**config.mk**
```make
export PLATFORM = sky130hd
export DESIGN_NAME = spi_master_flat
export DESIGN_NICKNAME = d
export VERILOG_FILES = /design/src/rtl/spi_master_if.sv /design/src/rtl/spi_master.sv /design/src/flat_wrapper.sv
export SDC_FILE = /design/constraint.sdc
export NUM_CORES = 1
export LEC_CHECK = 0
export ABC_AREA = 1
export CAP_MARGIN = 0
export CELL_PAD_IN_SITES_DETAIL_PLACEMENT = 0
export CELL_PAD_IN_SITES_GLOBAL_PLACEMENT = 2
export CORE_ASPECT_RATIO = 0.7
export CORE_UTILIZATION = 35
export DETAILED_ROUTE_END_ITERATION = 6
export GPL_ROUTABILITY_DRIVEN = 0
export MAX_ROUTING_LAYER = met4
export PLACE_DENSITY = 0.88
export SLEW_MARGIN = 15
export SYNTH_ARGS = -nofsm -noshare
export SYNTH_HDL_FRONTEND = slang
export SYNTH_SLANG_ARGS = --single-unit
```
**constraint.sdc**
```tcl
create_clock -name clk -period 2.6 [get_ports clk]
set_clock_uncertainty 0.05 [all_clocks]
set_input_delay 0.52 -clock clk [delete_from_list [all_inputs] [get_ports clk]]
set_output_delay 0.52 -clock clk [all_outputs]
set_load 0.005 [all_outputs]
```
**src/rtl/spi_master_if.sv**
```systemverilog
// SPI master bus: host-side handshake plus the four serial wires.
// The master modport is the spi_master view; the slave modport is the host/peripheral view.
interface spi_master_if #(
  parameter int unsigned DATA_LENGTH = 8
);
  logic                   start;
  logic [DATA_LENGTH-1:0] tx_data;
  logic [DATA_LENGTH-1:0] rx_data;
  logic                   busy;
  logic                   done;
  logic                   SCLK;
  logic                   MOSI;
  logic                   MISO;
  logic                   SS;

  modport master (
    input  start, tx_data, MISO,
    output rx_data, busy, done, SCLK, MOSI, SS
  );

  modport slave (
    output start, tx_data, MISO,
    input  rx_data, busy, done, SCLK, MOSI, SS
  );
endinterface

```
**src/rtl/spi_master.sv**
```systemverilog
// SPI mode-0 master (CPOL=0, CPHA=0), MSB first, one frame per accepted start.
// Each non-idle state lasts CLK_DIV clk cycles; SCLK/MOSI/SS and all handshake outputs are registered.
// Optional feature macro: SPI_MASTER_BURST_EN -- when defined, a start seen at the end of HOLD
// chains the next frame directly (SS stays low, GAP skipped).
module spi_master #(
  parameter int unsigned DATA_LENGTH = 8,
  parameter int unsigned CLK_DIV     = 4
) (
  input  logic         clk,
  input  logic         rst,
  spi_master_if.master bus
);
  localparam int unsigned CNT_W = $clog2(CLK_DIV);
  localparam int unsigned BIT_W = $clog2(DATA_LENGTH + 1);

  typedef enum logic [2:0] {
    IDLE,
    SETUP,
    HIGH,
    LOW,
    HOLD,
    GAP
  } state_t;

  state_t                 state;
  logic [CNT_W-1:0]       cnt;
  logic [BIT_W-1:0]       bit_cnt;
  logic [DATA_LENGTH-1:0] tx_sr;
  logic [DATA_LENGTH-1:0] rx_sr;
  logic                   phase_end;

  // Last clk cycle of the current CLK_DIV-long state.
  assign phase_end = (cnt == CNT_W'(CLK_DIV - 1));

  // Frame sequencer: state, phase counter, shift registers and all registered outputs.
  always_ff @(posedge clk or posedge rst) begin
    if (rst) begin
      state       <= IDLE;
      cnt         <= '0;
      bit_cnt     <= '0;
      tx_sr       <= '0;
      rx_sr       <= '0;
      bus.rx_data <= '0;
      bus.busy    <= 1'b0;
      bus.done    <= 1'b0;
      bus.SCLK    <= 1'b0;
      bus.MOSI    <= 1'b0;
      bus.SS      <= 1'b1;
    end else begin
      bus.done <= 1'b0;
      if (state == IDLE) begin
        cnt <= '0;
        if (bus.start) begin
          tx_sr    <= bus.tx_data;
          bus.MOSI <= bus.tx_data[DATA_LENGTH-1];
          bus.SS   <= 1'b0;
          bus.busy <= 1'b1;
          bit_cnt  <= '0;
          state    <= SETUP;
        end
      end else if (!phase_end) begin
        cnt <= cnt + 1'b1;
      end else begin
        cnt <= '0;
        case (state)
          // Rising SCLK: the slave's bit has been stable for a full low phase.
          SETUP, LOW: begin
            bus.SCLK <= 1'b1;
            rx_sr    <= {rx_sr[DATA_LENGTH-2:0], bus.MISO};
            bit_cnt  <= bit_cnt + 1'b1;
            state    <= HIGH;
          end
          // Falling SCLK: present the next bit, or park in HOLD after the last one.
          HIGH: begin
            bus.SCLK <= 1'b0;
            if (bit_cnt == BIT_W'(DATA_LENGTH)) begin
              state <= HOLD;
            end else begin
              tx_sr    <= tx_sr << 1;
              bus.MOSI <= tx_sr[DATA_LENGTH-2];
              state    <= LOW;
            end
          end
          // Frame complete: publish the received word and either chain or release SS.
          HOLD: begin
            bus.rx_data <= rx_sr;
            bus.done    <= 1'b1;
`ifdef SPI_MASTER_BURST_EN
            if (bus.start) begin
              tx_sr    <= bus.tx_data;
              bus.MOSI <= bus.tx_data[DATA_LENGTH-1];
              bit_cnt  <= '0;
              state    <= SETUP;
            end else begin
              bus.SS   <= 1'b1;
              bus.MOSI <= 1'b0;
              state    <= GAP;
            end
`else
            bus.SS   <= 1'b1;
            bus.MOSI <= 1'b0;
            state    <= GAP;
`endif
          end
          GAP: begin
            bus.busy <= 1'b0;
            state    <= IDLE;
          end
          default: begin
            state <= IDLE;
          end
        endcase
      end
    end
  end
endmodule

```
**src/flat_wrapper.sv**
```systemverilog
// flat-port wrapper written by rule: the top's interface ports become plain ports
module spi_master_flat 
#(
  parameter int unsigned DATA_LENGTH = 8,
  parameter int unsigned CLK_DIV     = 4
)
  (clk, rst, bus_start, bus_tx_data, bus_MISO, bus_rx_data, bus_busy, bus_done, bus_SCLK, bus_MOSI, bus_SS);
  spi_master_if #(.DATA_LENGTH(DATA_LENGTH)) bus_i ();
  input  logic clk;
  input  logic rst;
  input wire logic [$bits(bus_i.start)-1:0] bus_start;
  input wire logic [$bits(bus_i.tx_data)-1:0] bus_tx_data;
  input wire logic [$bits(bus_i.MISO)-1:0] bus_MISO;
  output wire logic [$bits(bus_i.rx_data)-1:0] bus_rx_data;
  output wire logic [$bits(bus_i.busy)-1:0] bus_busy;
  output wire logic [$bits(bus_i.done)-1:0] bus_done;
  output wire logic [$bits(bus_i.SCLK)-1:0] bus_SCLK;
  output wire logic [$bits(bus_i.MOSI)-1:0] bus_MOSI;
  output wire logic [$bits(bus_i.SS)-1:0] bus_SS;
  assign bus_i.start = bus_start;
  assign bus_i.tx_data = bus_tx_data;
  assign bus_i.MISO = bus_MISO;
  assign bus_rx_data = bus_i.rx_data;
  assign bus_busy = bus_i.busy;
  assign bus_done = bus_i.done;
  assign bus_SCLK = bus_i.SCLK;
  assign bus_MOSI = bus_i.MOSI;
  assign bus_SS = bus_i.SS;
  spi_master #(.DATA_LENGTH(DATA_LENGTH), .CLK_DIV(CLK_DIV)) u_core (.clk(clk), .rst(rst), .bus(bus_i));
endmodule
```
==> impl_metrics.env <==
export IMPL_cts_buffers=5
export IMPL_ys_seq_area_share_pct=53.8
export IMPL_finalHoldViolCount=0
export IMPL_io_pins=25
export IMPL_post_route_min_period_ns=1.89
export IMPL_max_stage_delay_ns=0.54
export IMPL_post_cts_buffers=0
export IMPL_final_cell_mix="67 x nand2_1, 36 x dfrtp_1, 24 x clkdlybuf4s50_1, 19 x inv_1, 17 x nand3_1"
export IMPL_areaGrowthSynthToFinish_pct=23.4
export IMPL_fmax_mhz=530
export IMPL_antenna_found_initial=0
export IMPL_grt_pass1_vias=1236
export IMPL_syn_cell_area_um2=1720
export IMPL_crit_fanout=2
export IMPL_synth_distinct_cells=24
export IMPL_clk_pin_slew_worst_paths_ns=0.07
export IMPL_rsz0062_at_grt="no"
export IMPL_root_buffer="clkbuf_8"
export IMPL_drtIter0Drc=70
export IMPL_r2r_cells=8
export IMPL_die_area_um2=5220
export IMPL_min_path_type="flop to flop"
export IMPL_num_rows=20
export IMPL_wirelength_um=3330
export IMPL_synth_top_area_share_pct=52.2
export IMPL_arrival_ns=1.32
export IMPL_yosysWarnings=0
export IMPL_hold_end="u_core.cnt[0]"
export IMPL_grt_max_degree=38
export IMPL_setup_viol=0
export IMPL_start_kind="flop"
export IMPL_r2r_start="u_core.state[2]"
export IMPL_stdcell_area_um2=2130
export IMPL_final_fill_count=439
export IMPL_antenna_cells=0
export IMPL_insertion_delay_ns=0.28
export IMPL_coreArea_um2=4530
export IMPL_yosysTopAreaCell="dfrtp_1"
export IMPL_cts_tree="built"
export IMPL_syn_inst=195
export IMPL_dp_hpwl_um=2420
export IMPL_syn_nets=210
export IMPL_layout_commonest_cell="nand2_1"
export IMPL_clock_path_buffers=2
export IMPL_ff_latch_area_um2=927
export IMPL_final_layout_size_suffix_gt1_share_pct=13.4
export IMPL_critPathKind="flop to output port"
export IMPL_leakagePower_nw=1.04
export IMPL_cpMaxStageDelayCell="dfstp_2"
export IMPL_ys_ff_latch=37
export IMPL_min_delay_path_depth=1
export IMPL_maxSlewHeadroom_pct=61.4
export IMPL_cts_sinks=37
export IMPL_peakVddDrop_uv=288
export IMPL_p_per_area_nw_per_um2=943
export IMPL_num_vias=1312
export IMPL_fin_nets=238
export IMPL_detail_route_first_pass_iterations=4
export IMPL_multi_input_area_um2=679
export IMPL_avgSynthCellArea_um2=8.84
export IMPL_tns_ns=0
export IMPL_postLayoutCoreUtil_pct=47.0
export IMPL_cts_resized=0
export IMPL_grt_pass1_wl_um=5760
export IMPL_placed_cell_area_um2=2020
export IMPL_r2r_slack_ns=0.82
export IMPL_min_from="u_core.cnt[0]"
export IMPL_cp_required_ns=2.03
export IMPL_die_h_um=60.7
export IMPL_total_power_mw=2.01
export IMPL_slew_violations=0
export IMPL_port_buffers=24
export IMPL_r2r_end="u_core.bit_cnt[3]"
export IMPL_ant_nets=0
export IMPL_grtUsageTotal_pct=15.3
export IMPL_cp_buffers_inverters=1
export IMPL_status="finished, final reports clean"
export IMPL_wl_per_cell_um=11.5
export IMPL_grt_overflow=0
export IMPL_path_cells="clkdlybuf4s50_1"
export IMPL_htree_levels=2
export IMPL_maxCapViolCount=0
export IMPL_crit_path_end_kind="output port"
export IMPL_cp_top_family="flip-flops"
export IMPL_routed_via_density=4.52
export IMPL_worst_pin_slew_ns=0.578
export IMPL_yosys_top_cells_area="dfrtp_1 52%, nand2_1 15%, o21ai_2 5.1%"
export IMPL_die_w_um=85.9
export IMPL_period_share_pct=72.6
export IMPL_cts_hold_buf=0
export IMPL_drc_errors=0
export IMPL_start_util_pct=38.1
==> cell type report <==
class,instances,share of cell area [%]
Clock buffer,6,3.41
Timing Repair Buffer,25,11.6
Sequential cell,37,43.6
Tap cell,66,3.88
Multi-Input combinational cell,133,31.9
Inverter,21,3.71
Clock inverter,2,1.82
==> per-stage QoR <==
stage	instances	hold WS (ns)	setup WS, ns
finish	290	0.406	0.713
global route	290	0.432	0.592
CTS	290	0.415	0.695
detailed placement	282	0.405	0.710
global placement	282	0.377	0.763
floorplan	195	0.364	1.13
==> state kept, by name, indices dropped and copies added (netlist names) <==
register,count
u_core.cnt,2
u_core.state,3
u_core.bus.MOSI,1
u_core.tx_sr,7
u_core.bus.busy,1
u_core.bus.rx_data,8
u_core.bus.SS,1
u_core.bus.SCLK,1
u_core.bus.done,1
u_core.bit_cnt,4
u_core.rx_sr,8
==> cells in the mapped netlist, drive strengths merged <==
cell    count
a21boi      1
a21oi       1
buf         4
dfrtp      36
dfstp       1
ha          3
inv        21
nand2      72
nand3      19
nor2       10
nor3        1
o21ai      25
xor2        1
==> worst reg2reg max path: cells and delay by family (launching register included) <==
kind | cells | cell delay (ns)
buf+inv | 2 | 0.32
flops | 1 | 0.40
simple gates | 6 | 0.90
==> kinds of logic (layout without fill, tap and decap cells) <==
family	count (synthesis)	count (layout)	synth area share, %
flops	37	37	53.8
xor+xnor	1	1	0.508
compound gates	27	27	10.2
fa+ha+maj	3	3	2.18
buf+inv	25	54	6.82
simple gates	102	102	26.6
==> report_power, final <==
part	switching [mW]	internal (mW)
clock	0.202	0.288
combinational	0.432	0.248
sequential	0.105	0.732
==> layer usage <==
layer | share of wire, % | vias up | routed length (um) | track usage, %
li1 | - | 674 | - | -
met1 | 53 | 615 | 1770 | 20.4
met2 | 42 | 18 | 1410 | 22.1
met3 | 3.4 | 5 | 112 | 4.08
met4 | 1.2 | 0 | 40 | 6.43
met5 | 0 | - | 0 | -
==> worst max path at each step <==
stage | start | to | slack (ns) | cells after the start
final | u_core.bus.SS | bus_SS | 0.71 | 1
after global routing | u_core.state[2] | u_core.bit_cnt[3] | 0.59 | 8
after CTS | u_core.bus.SS | bus_SS | 0.70 | 1
after detailed placement | bus_start | u_core.tx_sr[2] | 0.71 | 6
after global placement | bus_start | u_core.tx_sr[0] | 0.76 | 6
after floorplan | u_core.bit_cnt[0] | u_core.tx_sr[0] | 1.13 | 8
Power figures use the tool's default switching activity.
